[src/rtl/xbus_pkg.sv]
// -----------------------------------------------------------------------------
// xbus_pkg
// Shared types and constants for the XBus arbiter and its round-robin picker.
//   XBUS_MAX_MASTERS : physical width of the request/grant vectors
//   xbus_vec_t       : one bit per master (request or grant)
//   xbus_arb_state_e : arbiter phase sequencer states
//   xbus_next_ptr    : round-robin pointer advance with wrap at num_masters-1
// -----------------------------------------------------------------------------
package xbus_pkg;

  localparam int XBUS_MAX_MASTERS = 16;

  typedef logic [XBUS_MAX_MASTERS-1:0] xbus_vec_t;

  typedef enum logic [1:0] {
    IDLE = 2'd0,
    ARB  = 2'd1,
    ADDR = 2'd2,
    DATA = 2'd3
  } xbus_arb_state_e;

  // Pointer to the master just after idx, wrapping at num_masters-1.
  function automatic logic [3:0] xbus_next_ptr(input logic [3:0] idx,
                                               input int num_masters);
    logic [3:0] last_idx;
    last_idx = 4'(num_masters - 1);
    return (idx == last_idx) ? 4'd0 : idx + 4'd1;
  endfunction

endpackage

[src/rtl/xbus_rr_picker.sv]
// -----------------------------------------------------------------------------
// xbus_rr_picker
// Combinational round-robin selector. Searches upward from ptr for the first
// set request bit, wrapping from NUM_MASTERS-1 back to 0.
//   request    in  16  request vector, already masked to NUM_MASTERS bits
//   ptr        in  4   search start index (always < NUM_MASTERS)
//   winner     out 16  one-hot winner, zero when nothing is requested
//   winner_idx out 4   index of the winner (0 when nothing is requested)
//   found      out 1   at least one request bit was set
// -----------------------------------------------------------------------------
module xbus_rr_picker
  import xbus_pkg::*;
#(
  parameter int NUM_MASTERS = 16
) (
  input  logic [15:0] request,
  input  logic [3:0]  ptr,
  output logic [15:0] winner,
  output logic [3:0]  winner_idx,
  output logic        found
);

  // Candidate index for the current search step; five bits hold ptr+i
  // before the modulo wrap.
  logic [4:0] cand;

  always_comb begin
    winner_idx = '0;
    found      = 1'b0;
    cand       = '0;
    for (int i = 0; i < NUM_MASTERS; i++) begin
      cand = {1'b0, ptr} + 5'(i);
      if (cand >= 5'(NUM_MASTERS)) begin
        cand = cand - 5'(NUM_MASTERS);
      end
      if (!found && request[cand[3:0]]) begin
        found      = 1'b1;
        winner_idx = cand[3:0];
      end
    end
    winner = found ? (16'd1 << winner_idx) : 16'd0;
  end

endmodule

[src/rtl/xbus_arbiter.sv]
// -----------------------------------------------------------------------------
// xbus_arbiter
// Central XBus arbiter and phase sequencer. Runs ARB -> ADDR -> DATA, issues a
// one-hot grant for the single address-phase cycle and signals the
// arbitration phase on sig_start. All outputs are registered.
//   sig_clock    in  1   bus clock, rising edge
//   sig_reset_n  in  1   synchronous active-low reset
//   sig_request  in  16  per-master request (bits >= NUM_MASTERS ignored)
//   sig_read     in  1   address-phase read qualifier
//   sig_write    in  1   address-phase write qualifier
//   sig_bip      in  1   burst in progress (data phase)
//   sig_wait     in  1   slave wait (data phase)
//   sig_error    in  1   slave error (data phase)
//   sig_grant    out 16  one-hot grant during the address-phase cycle
//   sig_start    out 1   arbitration phase indicator
//   bus_busy     out 1   high in ADDR or DATA
//   timeout_err  out 1   one-cycle pulse when the wait watchdog aborts
//   rw_conflict  out 1   one-cycle pulse when read and write both set in ADDR
// -----------------------------------------------------------------------------
module xbus_arbiter
  import xbus_pkg::*;
#(
  parameter int NUM_MASTERS  = 16,
  parameter int WAIT_TIMEOUT = 256,
  parameter int CNT_W        = 9
) (
  input  logic        sig_clock,
  input  logic        sig_reset_n,
  input  logic [15:0] sig_request,
  input  logic        sig_read,
  input  logic        sig_write,
  input  logic        sig_bip,
  input  logic        sig_wait,
  input  logic        sig_error,
  output logic [15:0] sig_grant,
  output logic        sig_start,
  output logic        bus_busy,
  output logic        timeout_err,
  output logic        rw_conflict
);

  localparam xbus_vec_t        VALID_MASK = 16'((32'd1 << NUM_MASTERS) - 32'd1);
  localparam logic [CNT_W-1:0] WD_LIMIT   = CNT_W'(WAIT_TIMEOUT);
  localparam bit               WD_EN      = (WAIT_TIMEOUT != 0);

  xbus_arb_state_e state;
  xbus_arb_state_e state_next;

  logic [3:0]       ptr;
  logic [3:0]       ptr_next;
  logic [CNT_W-1:0] wd_cnt;
  logic [CNT_W-1:0] wd_next;
  logic [CNT_W-1:0] wd_inc;

  xbus_vec_t grant_q;
  xbus_vec_t grant_next;
  logic      start_q;
  logic      start_next;
  logic      busy_q;
  logic      busy_next;
  logic      timeout_q;
  logic      timeout_next;
  logic      rw_q;
  logic      rw_next;

  xbus_vec_t  req_valid;
  xbus_vec_t  pick_onehot;
  logic [3:0] pick_idx;
  logic       pick_found;

  logic xfer_done;
  logic wd_hit;

  assign req_valid = sig_request & VALID_MASK;

  xbus_rr_picker #(
    .NUM_MASTERS (NUM_MASTERS)
  ) u_picker (
    .request    (req_valid),
    .ptr        (ptr),
    .winner     (pick_onehot),
    .winner_idx (pick_idx),
    .found      (pick_found)
  );

  // A beat completes when the slave is not waiting and either the burst is
  // over or the slave flagged an error.
  assign xfer_done = !sig_wait && (!sig_bip || sig_error);

  // The watchdog fires on the wait cycle that brings the count to the limit.
  // It only ever coincides with sig_wait=1, so it can never race a normal
  // completion; completion is still given priority below.
  assign wd_inc = wd_cnt + CNT_W'(1);
  assign wd_hit = WD_EN && sig_wait && (wd_inc == WD_LIMIT);

  // State and output registers.
  always_ff @(posedge sig_clock) begin
    if (!sig_reset_n) begin
      state     <= IDLE;
      ptr       <= '0;
      wd_cnt    <= '0;
      grant_q   <= '0;
      start_q   <= 1'b0;
      busy_q    <= 1'b0;
      timeout_q <= 1'b0;
      rw_q      <= 1'b0;
    end else begin
      state     <= state_next;
      ptr       <= ptr_next;
      wd_cnt    <= wd_next;
      grant_q   <= grant_next;
      start_q   <= start_next;
      busy_q    <= busy_next;
      timeout_q <= timeout_next;
      rw_q      <= rw_next;
    end
  end

  // Next-state logic.
  always_comb begin
    state_next = state;
    case (state)
      IDLE:    state_next = ARB;
      ARB:     if (pick_found) state_next = ADDR;
      ADDR:    state_next = (sig_read || sig_write) ? DATA : ARB;
      DATA:    if (xfer_done || wd_hit) state_next = ARB;
      default: state_next = IDLE;
    endcase
  end

  // Registered-output and bookkeeping logic. Start and busy follow directly
  // from the state being entered, which keeps start and grant exclusive.
  always_comb begin
    grant_next   = '0;
    start_next   = (state_next == ARB);
    busy_next    = (state_next == ADDR) || (state_next == DATA);
    timeout_next = (state == DATA) && !xfer_done && wd_hit;
    rw_next      = (state == ADDR) && sig_read && sig_write;
    ptr_next     = ptr;
    wd_next      = wd_cnt;
    case (state)
      ARB: begin
        if (pick_found) begin
          grant_next = pick_onehot;
          ptr_next   = xbus_next_ptr(pick_idx, NUM_MASTERS);
        end
      end
      ADDR: wd_next = '0;
      DATA: wd_next = sig_wait ? wd_inc : '0;
      default: ;
    endcase
  end

  assign sig_grant   = grant_q;
  assign sig_start   = start_q;
  assign bus_busy    = busy_q;
  assign timeout_err = timeout_q;
  assign rw_conflict = rw_q;

endmodule

[config.mk]
export PLATFORM = sky130hd
export DESIGN_NAME = xbus_arbiter
export DESIGN_NICKNAME = d
export VERILOG_FILES = /design/src/rtl/xbus_pkg.sv /design/src/rtl/xbus_rr_picker.sv /design/src/rtl/xbus_arbiter.sv
export SDC_FILE = /design/constraint.sdc
export NUM_CORES = 1
export LEC_CHECK = 0
export CORE_UTILIZATION = 35
export DETAILED_ROUTE_END_ITERATION = 16
export SYNTH_ARGS = -nofsm -noshare
export SYNTH_HDL_FRONTEND = slang
export SYNTH_HIERARCHICAL = 1
export SYNTH_SLANG_ARGS = --single-unit
[constraint.sdc]
create_clock -name sig_clock -period 10 [get_ports sig_clock]
set_input_delay 2 -clock sig_clock [delete_from_list [all_inputs] [get_ports sig_clock]]
set_output_delay 2 -clock sig_clock [all_outputs]
set_load 0.02 [all_outputs]
== Word level (Yosys, flattened, before mapping) ==
Index checks and enable logic that the tools add are counted.

* Shift-type cells: 1
* Reductions and logical operators: 47
* $add $sub $neg: 33
* Magnitude comparators: 32
* Muxes and demuxes: 87
* Equality and inequality tests: 8

{| class="wikitable"
|+ Operators by type and width
! operator !! number
|-
| $mux 4 || 33
|-
| $lt 4x5->1 const B || 16
|-
| $ge 5x5->1 const B || 15
|-
| $bmux 1 s4 || 16
|-
| $sub 4x1->4 const B || 16
|-
| $add 4x4->5 const B || 8
|-
| $mux 1 || 32
|-
| $logic_and 1x1->1 || 21
|-
| $add 4x3->5 const B || 4
|-
| $logic_not 1->1 || 18
|-
| $pmux 9 s2 || 1
|-
| $shl 1x4->16 const A || 1
|-
| $add 4x2->5 const B || 2
|-
| $add 9x1->9 const B || 1
|-
| $eq 9x9->1 const B || 1
|-
| $mux 9 || 1
|-
| $eq 2x2->1 const B || 4
|-
| $pmux 2 s4 || 1
|-
| $mux 2 || 3
|-
| $add 4x1->5 const B || 1
|-
| $ge 4x5->1 const B || 1
|-
| $add 4x1->4 const B || 1
|-
| $eq 2x1->1 const B || 2
|-
| $eq 4x4->1 const B || 1
|-
| other kinds (5) || 8
|}

* Word-level logic and storage cells: 216
* Input bits: 23
* Register bits: 35

== Longest topological paths before layout ==
Gate-level depths: netlist of the first run.

* Word-level depth: 54
* Depth in mapped cells: 20

== Hierarchy ==
The synthesis of the first run kept the hierarchy.

{| class="wikitable"
|+ Modules (own cells, without submodules)
! module !! area an instance (um^2) !! cells each !! instances
|-
| xbus_rr_picker || 2587.5 || 309 || 1
|-
| xbus_arbiter || 1310.0 || 142 || 1
|}

== Worst setup path before layout of the first run ==
Ideal clock, no wire load.

* Path kind: input port to flip-flop
* Start: in sig_request[13]
* End: reg grant_q[0], in the netlist sig_grant[0]
* Path buffers: 2
* Required time: 9.885 ns
* Path slack: 5.016 ns
* Data arrival time: 4.869 ns
* Setup time: 0.115 ns
* Stages: 12
* Cells stage by stage: mux2_1 mux4_2 mux2i_2 nor2b_1 buf_2 and4_1 nand3_1 or4b_1 nand2_1 nor3_1 clkbuf_1 and2_1

* Cells in the longest elaborated chain, start to end: 49

{| class="wikitable"
|+ RTL lines
! item !! RTL line !! RTL
|-
| start: declaration || xbus_arbiter.sv:29 || <nowiki>input logic [15:0] sig_request,</nowiki>
|-
| $bmux 1 s4 || xbus_rr_picker.sv:36 || <nowiki>if (!found && request[cand[3:0]]) begin</nowiki>
|-
| $mux 1 (implied by the code) || xbus_rr_picker.sv:36 ||
|-
| $mux 1 || xbus_rr_picker.sv:36 ||
|-
| $logic_not 1->1 || xbus_rr_picker.sv:36 ||
|-
| $logic_and 1x1->1 || xbus_rr_picker.sv:36 ||
|-
| $mux 1 || xbus_rr_picker.sv:36 ||
|-
| $logic_not 1->1 || xbus_rr_picker.sv:36 ||
|-
| $logic_and 1x1->1 || xbus_rr_picker.sv:36 ||
|-
| [... 34 more ...] || -- ||
|-
| $logic_not 1->1 || xbus_rr_picker.sv:36 ||
|-
| $logic_and 1x1->1 || xbus_rr_picker.sv:36 ||
|-
| $mux 1 || xbus_rr_picker.sv:36 ||
|-
| $logic_not 1->1 || xbus_rr_picker.sv:36 ||
|-
| $logic_and 1x1->1 || xbus_rr_picker.sv:36 ||
|-
| $mux 1 * || xbus_rr_picker.sv:36 ||
|-
| net pick_found || xbus_arbiter.sv:69 || <nowiki>logic pick_found;</nowiki>
|-
| $reduce_and 3->1 (no line) * || -- ||
|-
| end signal: assignment || xbus_arbiter.sv:111 || <nowiki>grant_q <= grant_next;</nowiki>
|-
| end: declaration || xbus_arbiter.sv:55 || <nowiki>xbus_vec_t grant_q;</nowiki>
|}

The timed path passes the listed nets; every way through them passes the cells marked *. The select of a mux whose other input is x is not followed.
A chain may end at the register's enable or synchronous reset.

== Worst setup path after layout of the first run ==
* Start: in sig_request[13]
* End: reg start_q, in the netlist sig_start

* Cells in the longest elaborated chain, start to end: 51

{| class="wikitable"
|+ RTL lines
! item !! RTL line !! RTL
|-
| $bmux 1 s4 || xbus_rr_picker.sv:36 ||
|-
| $mux 1 (implied by the code) || xbus_rr_picker.sv:36 ||
|-
| $mux 1 || xbus_rr_picker.sv:36 ||
|-
| $logic_not 1->1 || xbus_rr_picker.sv:36 ||
|-
| $logic_and 1x1->1 || xbus_rr_picker.sv:36 ||
|-
| $mux 1 || xbus_rr_picker.sv:36 ||
|-
| $logic_not 1->1 || xbus_rr_picker.sv:36 ||
|-
| $logic_and 1x1->1 || xbus_rr_picker.sv:36 ||
|-
| [... 36 more ...] || -- ||
|-
| $mux 1 || xbus_rr_picker.sv:36 ||
|-
| $logic_not 1->1 || xbus_rr_picker.sv:36 ||
|-
| $logic_and 1x1->1 || xbus_rr_picker.sv:36 ||
|-
| $mux 1 * || xbus_rr_picker.sv:36 ||
|-
| net pick_found || xbus_arbiter.sv:69 ||
|-
| $mux 2 * || xbus_arbiter.sv:124 || <nowiki>ARB: if (pick_found) state_next = ADDR;</nowiki>
|-
| $pmux 2 s4 * || xbus_arbiter.sv:122 || <nowiki>case (state)</nowiki>
|-
| $eq 2x1->1 * || xbus_arbiter.sv:135 || <nowiki>start_next = (state_next == ARB);</nowiki>
|-
| end signal: assignment || xbus_arbiter.sv:112 || <nowiki>start_q <= start_next;</nowiki>
|-
| end: declaration || xbus_arbiter.sv:57 || <nowiki>logic start_q;</nowiki>
|}

Marks and branches as above.

==> impl_metrics.yaml, run 1 <==
cts:
  cts_setup_buffers: 0
  cts.path.max_buffers: 2
  cts_sinks: 34
  post_cts_resize_count: 0
  worst_skew_pair.late_latency_ns: 0.28
  clock_tree_from_tritoncts: "yes"
  cts-root-buf: "sky130_fd_sc_hd__clkbuf_8"
  cts_buffer_count: 5
  htreeDepth: 2
  hold_buffers: 0
  clkSlewWorstSetupHoldPaths_ns: 0.07
sta:
  worst_slew_pin_slew_ns: 0.984
  fmax_mhz: 173
  finalCriticalPeriod_ns: 5.79
  timing.final.hold_violations: 0
  rsz_0062_raised_after_global_routing: "false"
  setup_tns_final_ns: 0
  final_hold_slack_ns: 0.516
  timing.final.ws_setup_ns: 4.21
  final-max-slew-violation-count: 0
  timing.final.crit_share: 0.579
  slew_headroom: 0.339
  final_setup_viols: 0
  worst_clock_skew_ns: 0.00728
routing:
  routed_wirelength_mm: 11.0
  dr.pass1.iters: 5
  remaining_drc_errors: 0
  drt.antenna.violating_nets: 0
  drt_iter0_markers: 300
  routed-via-count: 3674
  routed_wire_length_per_instance_microns: 17.5
  post_drt_via_cell_ratio: 5.87
power_and_ir_drop:
  swShare: 0.540
  post-layout-total-power_w: 0.00152
  internal_power_w: 0.000701
  powerDensity_nw_per_um2: 336
  leakagePower_nw: 1.56
  vdd_ir_drop_max_uv: 183
  power.share.clock: 0.075
  power_switching_w: 0.000822
  pwr-share-comb: 0.824
  seq_power_share: 0.101
floorplan:
  ios: 43
  design.core.area_sq_um: 10800
  rows: 38
  die-width_microns: 108
  die-area_sq_um: 11600
  die_h_microns: 108
  start_util: 0.360
cells_and_area:
  antenna_cells: 0
  drive_above_1_share: 0.177
  sequential_cell_area_sq_um: 681
  count_of_fill_cells_added_during_filler_insertion: 1089
  finish.cell_count_without_fillers: 626
  area_growth_pct: 16.2
  final_nets: 518
  multiInputGateArea_sq_um: 3070
logic_synthesis:
  postSynthCellCount: 451
  synth.net_count: 484
  synth-async-reset-ratio: 0
  mappedNetlistArea_sq_um: 3900
  ys_ff_latch: 34
  postSynth.topFlopCell: "sky130_fd_sc_hd__dfxtp_1"
  synth_enable_flop_cells: 0
  synth.yosys.seq_area_share: 0.175
  ys_warn_count: 6
  synth_area_per_cell_sq_um: 8.64
  ys_types: 83
run:
  timing.max_cap.violations: 0
place:
  place.detailed.hpwl_mm: 8.39
  io_buffers: 42
  place.gp.congestion: 0.941
  dpl_worst_slack_ns: 3.98
  cell_count_post_placement: 618
worst_setup_path:
  cp-start-kind: "input pin"
  cell_by_cell_listing_of_the_critical_path: "clkdlybuf4s50_1 > mux2_1 > mux4_2 > mux2i_2 > nor2b_1 > and4_1 > nand3_1 > or4b_1 > nand2_1 > nor2_1 > nor2_1 > and3_1"
  critical_path_required_ns: 10.23
  worst_path_max_delay_cell: "sky130_fd_sc_hd__mux4_2"
  worstPathArrival_ns: 6.01
  crit_path_frequent_cell: "sky130_fd_sc_hd__nor2_1"
  crit_family: "simple AND/OR/NAND/NOR gates"
  critical_path.n_buffers_inverters: 1
  setup.worst_path.class: "input pin to flip-flop"
  worst_path_largest_cell_delay_ns: 0.55
  crit_path_max_fanout: 9
  worst_setup_path_end_kind: "flip-flop"
grt:
  globalRouteOverflowTotal: 0
  pin_count_of_the_biggest_net_entering_global_routing: 30
  grt_pass1_wl_mm: 17.8
  grt_pass1_vias: 3454
  grt_usage: 0.196
  grt_antenna_before_repair: 0
worst_hold_path:
  holdCritPathClass: "flip-flop to flip-flop"
status:
  outcome: "complete, no violations"
[per-stage QoR]
step,util,area [sq um]
3_3_place_gp,0.407,4410
2_1_floorplan,-,3900
6_report,0.418,4530
4_1_cts,0.417,4520
3_5_place_dp,0.407,4410
5_1_grt,0.418,4530
[final timing paths]
check                  startpoint  cells after the start   endpoint  slack (ns)
setup / recovery  sig_request[13]                     12  sig_start        4.21
hold / removal          wd_cnt[5]                      2  wd_cnt[5]        0.52
setup reg to reg           ptr[1]                     15  sig_start        5.07
hold reg to reg         wd_cnt[5]                      2  wd_cnt[5]        0.52
[synth_stat cells, drive strengths merged, types with 5 or more instances]
master	instances	area, sq um
nand2b	12	77.6
a2111oi	5	106
dfxtp	34	681
and2	18	113
mux4	18	405
o22ai	6	37.5
and3	7	46.3
mux2	25	289
nand2	34	130
nor4	5	52.6
mux2i	26	264
clkbuf	9	33.8
nand3	16	85.1
nor2	59	234
nand4	6	50.0
xnor2	6	52.6
a31oi	6	43.8
nor3	17	95.1
inv	8	30.0
buf	11	83.8
o21ai	22	110
xor2	8	77.6
nor2b	6	37.5
a21oi	17	85.1
ha	10	125
[per-layer routing]
| metal | global-route usage | up-vias | share of wire |
|---|---|---|---|
| li1 | - | 1774 | - |
| met1 | 0.263 | 1698 | 0.44 |
| met2 | 0.315 | 169 | 0.46 |
| met3 | 0.0194 | 33 | 0.059 |
| met4 | 0.0939 | 0 | 0.038 |
| met5 | 0 | - | 0 |
[power by group through the flow]
stage / clock network [W] / logic (W) / registers (W)
floorplan: 0 / 0.000951 / 0.000171
global placement: 0 / 0.00122 / 0.000157
detailed placement: 0 / 0.00123 / 0.000157
CTS: 0.000119 / 0.00123 / 0.000154
global route: 0.000125 / 0.00136 / 0.000155
finish: 0.000114 / 0.00125 / 0.000154
[sequential cells by signal (all words and copies together), names as in the netlist]
register / count
ptr: 4
sig_grant: 16
timeout_err: 1
rw_conflict: 1
state: 2
sig_start: 1
wd_cnt: 9
[cell usage in the layout (no fill, tap or decap), types with 6 or more instances in the layout]
| master | count |
|---|---|
| sky130_fd_sc_hd__and2_1 | 18 |
| sky130_fd_sc_hd__inv_1 | 6 |
| sky130_fd_sc_hd__xnor2_1 | 6 |
| sky130_fd_sc_hd__nor2b_1 | 6 |
| sky130_fd_sc_hd__o22ai_1 | 6 |
| sky130_fd_sc_hd__xor2_1 | 7 |
| sky130_fd_sc_hd__nor2_1 | 56 |
| sky130_fd_sc_hd__nand2_1 | 33 |
| sky130_fd_sc_hd__clkbuf_8 | 8 |
| sky130_fd_sc_hd__mux2_2 | 19 |
| sky130_fd_sc_hd__nor3_1 | 14 |
| sky130_fd_sc_hd__mux2i_1 | 25 |
| sky130_fd_sc_hd__o21ai_0 | 19 |
| sky130_fd_sc_hd__ha_1 | 10 |
| sky130_fd_sc_hd__nand3_1 | 15 |
| sky130_fd_sc_hd__dfxtp_1 | 34 |
| sky130_fd_sc_hd__a21oi_1 | 17 |
| sky130_fd_sc_hd__nand2b_1 | 11 |
| sky130_fd_sc_hd__mux4_2 | 18 |
| sky130_fd_sc_hd__clkdlybuf4s50_1 | 42 |
[cells by family (layout without fill, tap and decap cells)]
| group | count (synthesis) | in the layout | share of synthesized area |
|---|---|---|---|
| flops | 34 | 34 | 0.175 |
| buf+inv | 28 | 63 | 0.0379 |
| xor+xnor | 14 | 14 | 0.0334 |
| fa+ha+maj | 10 | 10 | 0.0321 |
| mux | 69 | 69 | 0.246 |
| simple gates | 193 | 193 | 0.266 |
| compound gates | 103 | 103 | 0.210 |
[worst min-delay path: cells and delay by family, from the launching register on]
| kind | cells | cell delay [ns] |
|---|---|---|
| and+or+nand+nor | 1 | 0.07 |
| DFF | 1 | 0.35 |
| AOI/OAI and AO/OA | 1 | 0.05 |
[layout make-up]
cell class                 instances  share of cell area
clock buffer                       8              0.0243
inverter                           8             0.00663
multi-input combinational        389               0.679
sequential                        34               0.150
tap                              140              0.0387
timing repair buffer              47               0.101
(Power assumes the default switching activity.)
==> inputs of run 2 (changes only) <==
clock period = 5.8 ns   (was 10 ns; I/O delays follow)
==> run 2 against run 1 <==
  * Sequential power grew 85%
  * Power grew 74%
  * Worst setup slack lost 3.4 ns
  * Routed wire length grew 0.56%
==> impl_metrics.yaml, run 2 (synthesis gave the netlist of run 1 again) <==
cts:
  cts_setup_buffers: 0
  post_cts_resize_count: 0
  clkSlewWorstSetupHoldPaths_ns: 0.07
  cts_sinks: 34
  worst_skew_pair.late_latency_ns: 0.28
  clock_tree_from_tritoncts: "yes"
  cts_buffer_count: 5
  htreeDepth: 2
  cts-root-buf: "sky130_fd_sc_hd__clkbuf_8"
  hold_buffers: 0
  cts.path.max_buffers: 2
sta:
  setup_tns_final_ns: 0
  rsz_0062_raised_after_global_routing: "false"
  timing.final.crit_share: 0.860
  final-max-slew-violation-count: 0
  slew_headroom: 0.477
  final_setup_viols: 0
  worst_slew_pin_slew_ns: 0.763
  timing.final.ws_setup_ns: 0.813
  finalCriticalPeriod_ns: 4.99
  timing.final.hold_violations: 0
  fmax_mhz: 201
  worst_clock_skew_ns: 0.0103
routing:
  routed_wirelength_mm: 11.0
  dr.pass1.iters: 5
  routed_wire_length_per_instance_microns: 17.5
  routed-via-count: 3700
  drt.antenna.violating_nets: 0
  drt_iter0_markers: 274
  post_drt_via_cell_ratio: 5.86
  remaining_drc_errors: 0
floorplan:
  ios: 43
  die-width_microns: 108
  design.core.area_sq_um: 10800
  start_util: 0.360
  die_h_microns: 108
  die-area_sq_um: 11600
  rows: 38
cells_and_area:
  mostFrequentLayoutCells: "sky130_fd_sc_hd__nor2_1, sky130_fd_sc_hd__clkdlybuf4s50_1, sky130_fd_sc_hd__dfxtp_1"
  area_growth_pct: 16.6
  largest_reg_flops: 16
  drive_above_1_share: 0.183
  antenna_cells: 0
  count_of_fill_cells_added_during_filler_insertion: 1141
  mostFrequentLayoutCell: "sky130_fd_sc_hd__nor2_1"
  post-route-cell-area_sq_um: 4550
  post-route-util: 0.419
  final_nets: 523
worst_setup_path:
  worst_setup_path_end_kind: "flip-flop"
  r2r_end: "sig_start"
  worst_setup_path_endpoint: "sig_start"
  critical_path_required_ns: 6.02
  setup.worst_path.start: "sig_request[13]"
  setup.worst_path.class: "input pin to flip-flop"
  r2r_start: "ptr[1]"
  reg2regPathDepth: 14
  crit_path_max_fanout: 9
  worstPathArrival_ns: 5.21
  cp-start-kind: "input pin"
  regToRegSetupSlack_ns: 1.19
place:
  dpl_worst_slack_ns: 0.585
  io_buffers: 42
  place.detailed.hpwl_mm: 8.61
  place.gp.congestion: 0.943
  cell_area_after_placement_sq_um: 4450
run:
  timing.max_cap.violations: 0
grt:
  grt_pass1_vias: 3563
  grt_pass1_wl_mm: 18.1
  grt_usage: 0.199
  pin_count_of_the_biggest_net_entering_global_routing: 29
  globalRouteOverflowTotal: 0
  grt_antenna_before_repair: 0
power_and_ir_drop:
  powerDensity_nw_per_um2: 584
  post-layout-total-power_w: 0.00265
  leakagePower_nw: 1.57
  vdd_ir_drop_max_uv: 306
status:
  outcome: "complete, no violations"
worst_hold_path:
  holdCritPathClass: "flip-flop to flip-flop"
==> run 2: final cells by class <==
class	count	area, sq um	share of cell area
multi-input cells	389	3070	0.675
repair buffers	52	495	0.109
clock buffers	6	82.6	0.0182
clock inverters	2	12.5	0.00275
inverters	8	30.0	0.00661
well taps	140	175	0.0385
flip-flops and latches	34	681	0.150
==> run 2: worst min-delay path by stage <==
stage,endpoint,cells after the start,start,slack [ns]
after floorplan,ptr[3],2,ptr[3],0.42
after global placement,wd_cnt[5],2,wd_cnt[5],0.49
after detailed placement,wd_cnt[1],2,wd_cnt[1],0.51
after CTS,wd_cnt[1],2,wd_cnt[1],0.52
after global routing,wd_cnt[5],2,wd_cnt[5],0.56
final,wd_cnt[1],2,wd_cnt[1],0.52
==> run 2: power breakdown <==
part           total, W  leakage [nW]  internal [W]  switching, W
Combinational   0.00219          1.25      0.000859       0.00133
Sequential     0.000285         0.275      0.000256     0.0000291
Clock          0.000178        0.0472     0.0000953     0.0000827
==> run 2: critical path, stage by stage <==
cell                              delay (ns)
sky130_fd_sc_hd__clkdlybuf4s50_1        0.45
sky130_fd_sc_hd__mux2_1                 0.36
sky130_fd_sc_hd__mux4_2                 0.54
sky130_fd_sc_hd__mux2i_2                0.44
sky130_fd_sc_hd__nor2b_1                0.49
sky130_fd_sc_hd__and4_1                 0.33
sky130_fd_sc_hd__nand3_1                0.18
sky130_fd_sc_hd__or4b_1                 0.56
sky130_fd_sc_hd__nand2_1                0.10
sky130_fd_sc_hd__nor2_1                 0.06
sky130_fd_sc_hd__nor2_1                 0.32
sky130_fd_sc_hd__and3_1                 0.21
==> run 2: through the flow <==
stage | hold WS (ns) | instances
2_1_floorplan | 0.423 | 451
4_1_cts | 0.522 | 631
6_report | 0.524 | 631
3_5_place_dp | 0.509 | 623
5_1_grt | 0.558 | 631
3_3_place_gp | 0.492 | 623
==> run 2: layer usage <==
layer  share of wire  wire, microns  vias up  track usage
met5               0              0        -            0
met4           0.037            413        0       0.0949
met3           0.060            656       31       0.0133
met2            0.47           5130      159        0.339
met1            0.44           4810     1723        0.254
li1                -              -     1787            -
==> variant 1, RTL diff (config.mk and constraints of run 2) <==
Set the parameter `WAIT_TIMEOUT` to 128 (it was 256).
--- a/src/rtl/xbus_arbiter.sv
+++ b/src/rtl/xbus_arbiter.sv
@@ -21,7 +21,7 @@
   import xbus_pkg::*;
 #(
   parameter int NUM_MASTERS  = 16,
-  parameter int WAIT_TIMEOUT = 256,
+  parameter int WAIT_TIMEOUT = 128,
   parameter int CNT_W        = 9
 ) (
   input  logic        sig_clock,
Formal check against the unedited RTL: no difference found for any inputs over 10 cycles, from zero or initial values and one cycle with sig_reset_n low; that may be too few to reach the edited logic, so the function may still have changed.
==> variant 1 against run 2 <==
  * Core utilization down 0.14 points
  * Sequential cell count is the same
  * Cell area down 0.33%
  * Routed wire length grew 1.5%
  * Synthesized area about the same
  * Worst setup slack improved by 20 ps
  * Clock skew increased by 0.58 ps
  * Largest power group unchanged
  * Power is 1.1% higher
==> variant 1: results (changes against run 2) <==
The overall fraction of global-route tracks in use was 19.72% (-0.18 points); the net count after synthesis was 478 (-1.2%). The tools report the worst reg-to-reg setup slack as 1040 ps (-150 ps). Sum of net half-perimeters after detailed placement: 8583 um (-0.33%). The per-cell routed wire length is 18.00 um (+3.1%), and the worst hold margin is 545.2 ps (+21.11 ps).

The worst hold path begins at wd_cnt[8]. The run gives 2.906% (+1.6 points) as the met3 routing resource usage after global routing. The fraction of met1 tracks used by global routing was 25.60% (+0.20 points).

The number of DRC violations after detailed-routing iteration 0 is 223 (-19%). The average cell area after synthesis is 8.767 um2 (+1.4%). The tools report the number of global-route vias before repair as 3439 (-3.5%). The number of instances in the placed design is 613 (-1.6%), and the unique cell type count in the Yosys netlist is 86 (+3.6%). The run gives 5200 ps (about the same) as the data arrival time at the worst-slack endpoint.

The fraction of met2 tracks used by global routing is 32.23% (-1.7 points). The worst hold path terminates at wd_cnt[8]. The highest attainable clock frequency is 201.3 MHz (+0.39%). The number of filler instances in the final layout was 1137 (-0.35%). The most critical setup path has its startpoint at sig_request[12]. The clock tree skew after final layout is 10.84 ps (+0.5818 ps). The tools report the net total in the final layout as 513 (-1.9%).

Worst reg-to-reg path cell count: 12 (-2). The total placed instance area was 0.004439 mm2 (-0.25%); the count of vias placed by the detailed router was 3709 (+0.24%). The slew at the pin with the worst max-slew slack was 801.8 ps (+39.10 ps). Register area share after synthesis: 17.45% (about the same). Leakage power figure: 1.661 nW (+5.6%). The run finished with clean final reports.

Area of all placed cells without fillers: 0.004531 mm2 (-0.33%).
## variant 1: changes by cell type after synthesis, sizes merged, moves of 3 or more
cell / before / now
nand2: 34 / 31
nand2b: 12 / 9
clkbuf: 9 / 13
and3: 7 / 25
o21ai: 22 / 19
a21oi: 17 / 12
nor2b: 6 / 9
and2: 18 / 6
nor2: 59 / 50
nor3: 17 / 13
## variant 1: cell families (layout without fill, tap and decap cells)
group | Yosys count | after routing | share of synthesized area, %
mux | 67 | 67 | 24.02
buf+inv | 33 | 69 | 4.266
compound gates | 104 | 104 | 21.91
flops | 34 | 34 | 17.45
xor+xnor | 13 | 13 | 3.111
fa+ha+maj | 10 | 10 | 3.207
simple gates | 184 | 184 | 26.04
## variant 1: critical path, cell delays in order
cell and delay (ps):
sky130_fd_sc_hd__clkdlybuf4s50_1 470, sky130_fd_sc_hd__mux2_1 360, sky130_fd_sc_hd__mux4_2 570, sky130_fd_sc_hd__mux2i_1 410
sky130_fd_sc_hd__and3_1 320, sky130_fd_sc_hd__and4_1 260, sky130_fd_sc_hd__nand3_1 170, sky130_fd_sc_hd__or4b_1 550
sky130_fd_sc_hd__and3b_1 350, sky130_fd_sc_hd__nor2b_1 370, sky130_fd_sc_hd__and3_1 200
## variant 1: where the power goes
group          switching (W)  internal [W]
clock network      0.0000850     0.0000958
logic                0.00135      0.000877
registers          0.0000143      0.000257
total                0.00145       0.00123
## variant 1: layout make-up
type | instances | area share [%]
Multi-Input combinational cell | 378 | 67.41
Clock buffer | 7 | 1.906
Inverter | 9 | 0.7456
Tap cell | 140 | 3.866
Clock inverter | 1 | 0.1105
Sequential cell | 34 | 15.02
Timing Repair Buffer | 52 | 10.94
==> variant 2, RTL diff (flow settings as in run 2) <==
Without the edit above. Put one more register stage on the output `timeout_err`, with the module's reset. The value now appears one clock later. The other outputs are not delayed to match. Comments in the files are not updated.
--- a/src/rtl/xbus_arbiter.sv
+++ b/src/rtl/xbus_arbiter.sv
@@ -154,7 +154,13 @@
   assign sig_grant   = grant_q;
   assign sig_start   = start_q;
   assign bus_busy    = busy_q;
-  assign timeout_err = timeout_q;
+  always_ff @(posedge sig_clock) begin
+    if (!sig_reset_n) begin
+      timeout_err <= '0;
+    end else begin
+      timeout_err <= timeout_q;
+    end
+  end
   assign rw_conflict = rw_q;
 
 endmodule
Behaviour: same outputs for any inputs over 10 cycles, from zero or initial values and one cycle with sig_reset_n low; that may be too few to reach the edited logic, so the function may still have changed.
==> variant 2 against run 2 <==
  * Power is 1.7% higher
  * Die area is 0.66% higher
  * Global-route usage is 0.22 points lower
  * Clock skew is 5.7 ps lower
  * Routed wire length is 0.39% higher
  * Worst setup slack better by 150 ps
  * Synthesized area is 0.67% higher
  * Cell count is 0.32% higher
  * Hold slack worse by 82 ps
  * Sequential cell count is 1 higher
  * Cell area is 1.1% higher
  * Critical path depth stayed put
==> variant 2: results (changes against run 2) <==
Fraction of final layout cells with drive strength greater than 1: 18.26% (-0.074 points). Fraction of met1 tracks used by global routing: 25.58% (+0.18 points). The global-route wire length before repair is 17820 um (-1.7%), and the post-synthesis share of cell area spent on full adders, half adders and majority gates is 3.189% (-0.021 points).

The run gives 522 um (-20%) as the wire length on met3. The tools report the sum of net half-perimeters after detailed placement as 8670 um (+0.68%). For the fraction of power consumed by the clock network, the log shows 8.3% (+1.6 points). The total placed instance area came out at 0.004477 mm2 (+0.59%).

The startpoint of the most critical register-to-register path is ptr[2]. Per-cell routed wire length: 17.47 um (about the same). The parity-gate share of the synthesized area counting xor and xnor cells is 3.316% (-0.022 points), and the per-cell via count in the routed design is 5.820 (-0.75%). The met1 layer wirelength in the final routing is 5022 um (+4.3%). Highest ir drop seen on vdd: 0.3420 mV (+12%). Data arrival time at the worst-slack endpoint: 5060 ps (-150 ps). Count of vias placed by the detailed router: 3684 (-0.43%).

Fraction of met2 tracks used by global routing: 33.29% (-0.64 points). The overall fraction of global-route tracks in use came out at 19.67% (-0.22 points). For the net total in the final layout, the log shows 525 (+0.38%). The worst setup timing slack at the placement stage was 686.5 ps (+101.6 ps). The mux share of post-synthesis cell area works out to 24.43% (-0.16 points). The detailed route wirelength on metal2 was 5218 um (+1.7%); the number of global-route vias before repair was 3500 (-1.8%). For the final weighted congestion in routability-driven placement, the log shows 0.9042 (-4.2%).

The number of instances in the placed design came out at 625 (+0.32%). The worst reg-to-reg setup slack was 1080 ps (-110 ps). In the synthesized netlist, the cells that appear most often are sky130_fd_sc_hd__nor2_1, sky130_fd_sc_hd__dfxtp_1, sky130_fd_sc_hd__nand2_1, sky130_fd_sc_hd__mux2i_1. The compound-gate portion of the synthesized area is 20.82% (-0.14 points). The run finished with clean final reports. The headroom to the max-slew limit is 45.70% (-2.0 points). The biggest fanout along the worst timing path came out at 7 (-2). The internal power is 0.001261 W (+4.2%), and the net count after synthesis is 486 (+0.41%).

The run gives 4.551 ps (-5.709 ps) as the clock tree skew after final layout. The instance count of the mapped netlist came out at 453 (+0.44%).
[variant 2: changes by cell type in the layout (fill, tap and decap cells not counted), sizes merged]
cell / change
and2: +1
bufinv: +1
dfxtp: +1
clkinvlp: -1
[variant 2: area by class of cell]
type	count	area, um2
clock buffer	6	82.58
clock inverter	2	35.03
fill	1093	6294
inverter	8	30.03
multi-input combinational	390	3075
sequential	35	700.7
tap	140	175.2
timing repair buffer	52	495.5
[variant 2: cells by family after synthesis]
kind of cell | Yosys count
xor gates and xnor gates | 14
AOI/OAI and AO/OA | 103
adders and majority gates | 10
buffers and inverters | 28
and+or+nand+nor | 194
DFF | 35
muxes | 69
[variant 2: how the worst min path moves through the flow]
stage                   start     endpoint  slack, ps  cells after the start
floorplan           timeout_q  timeout_err        410                      1
global placement    timeout_q  timeout_err        420                      1
detailed placement  timeout_q  timeout_err        430                      1
CTS                 timeout_q  timeout_err        450                      1
global route        timeout_q  timeout_err        470                      1
finish              timeout_q  timeout_err        440                      1
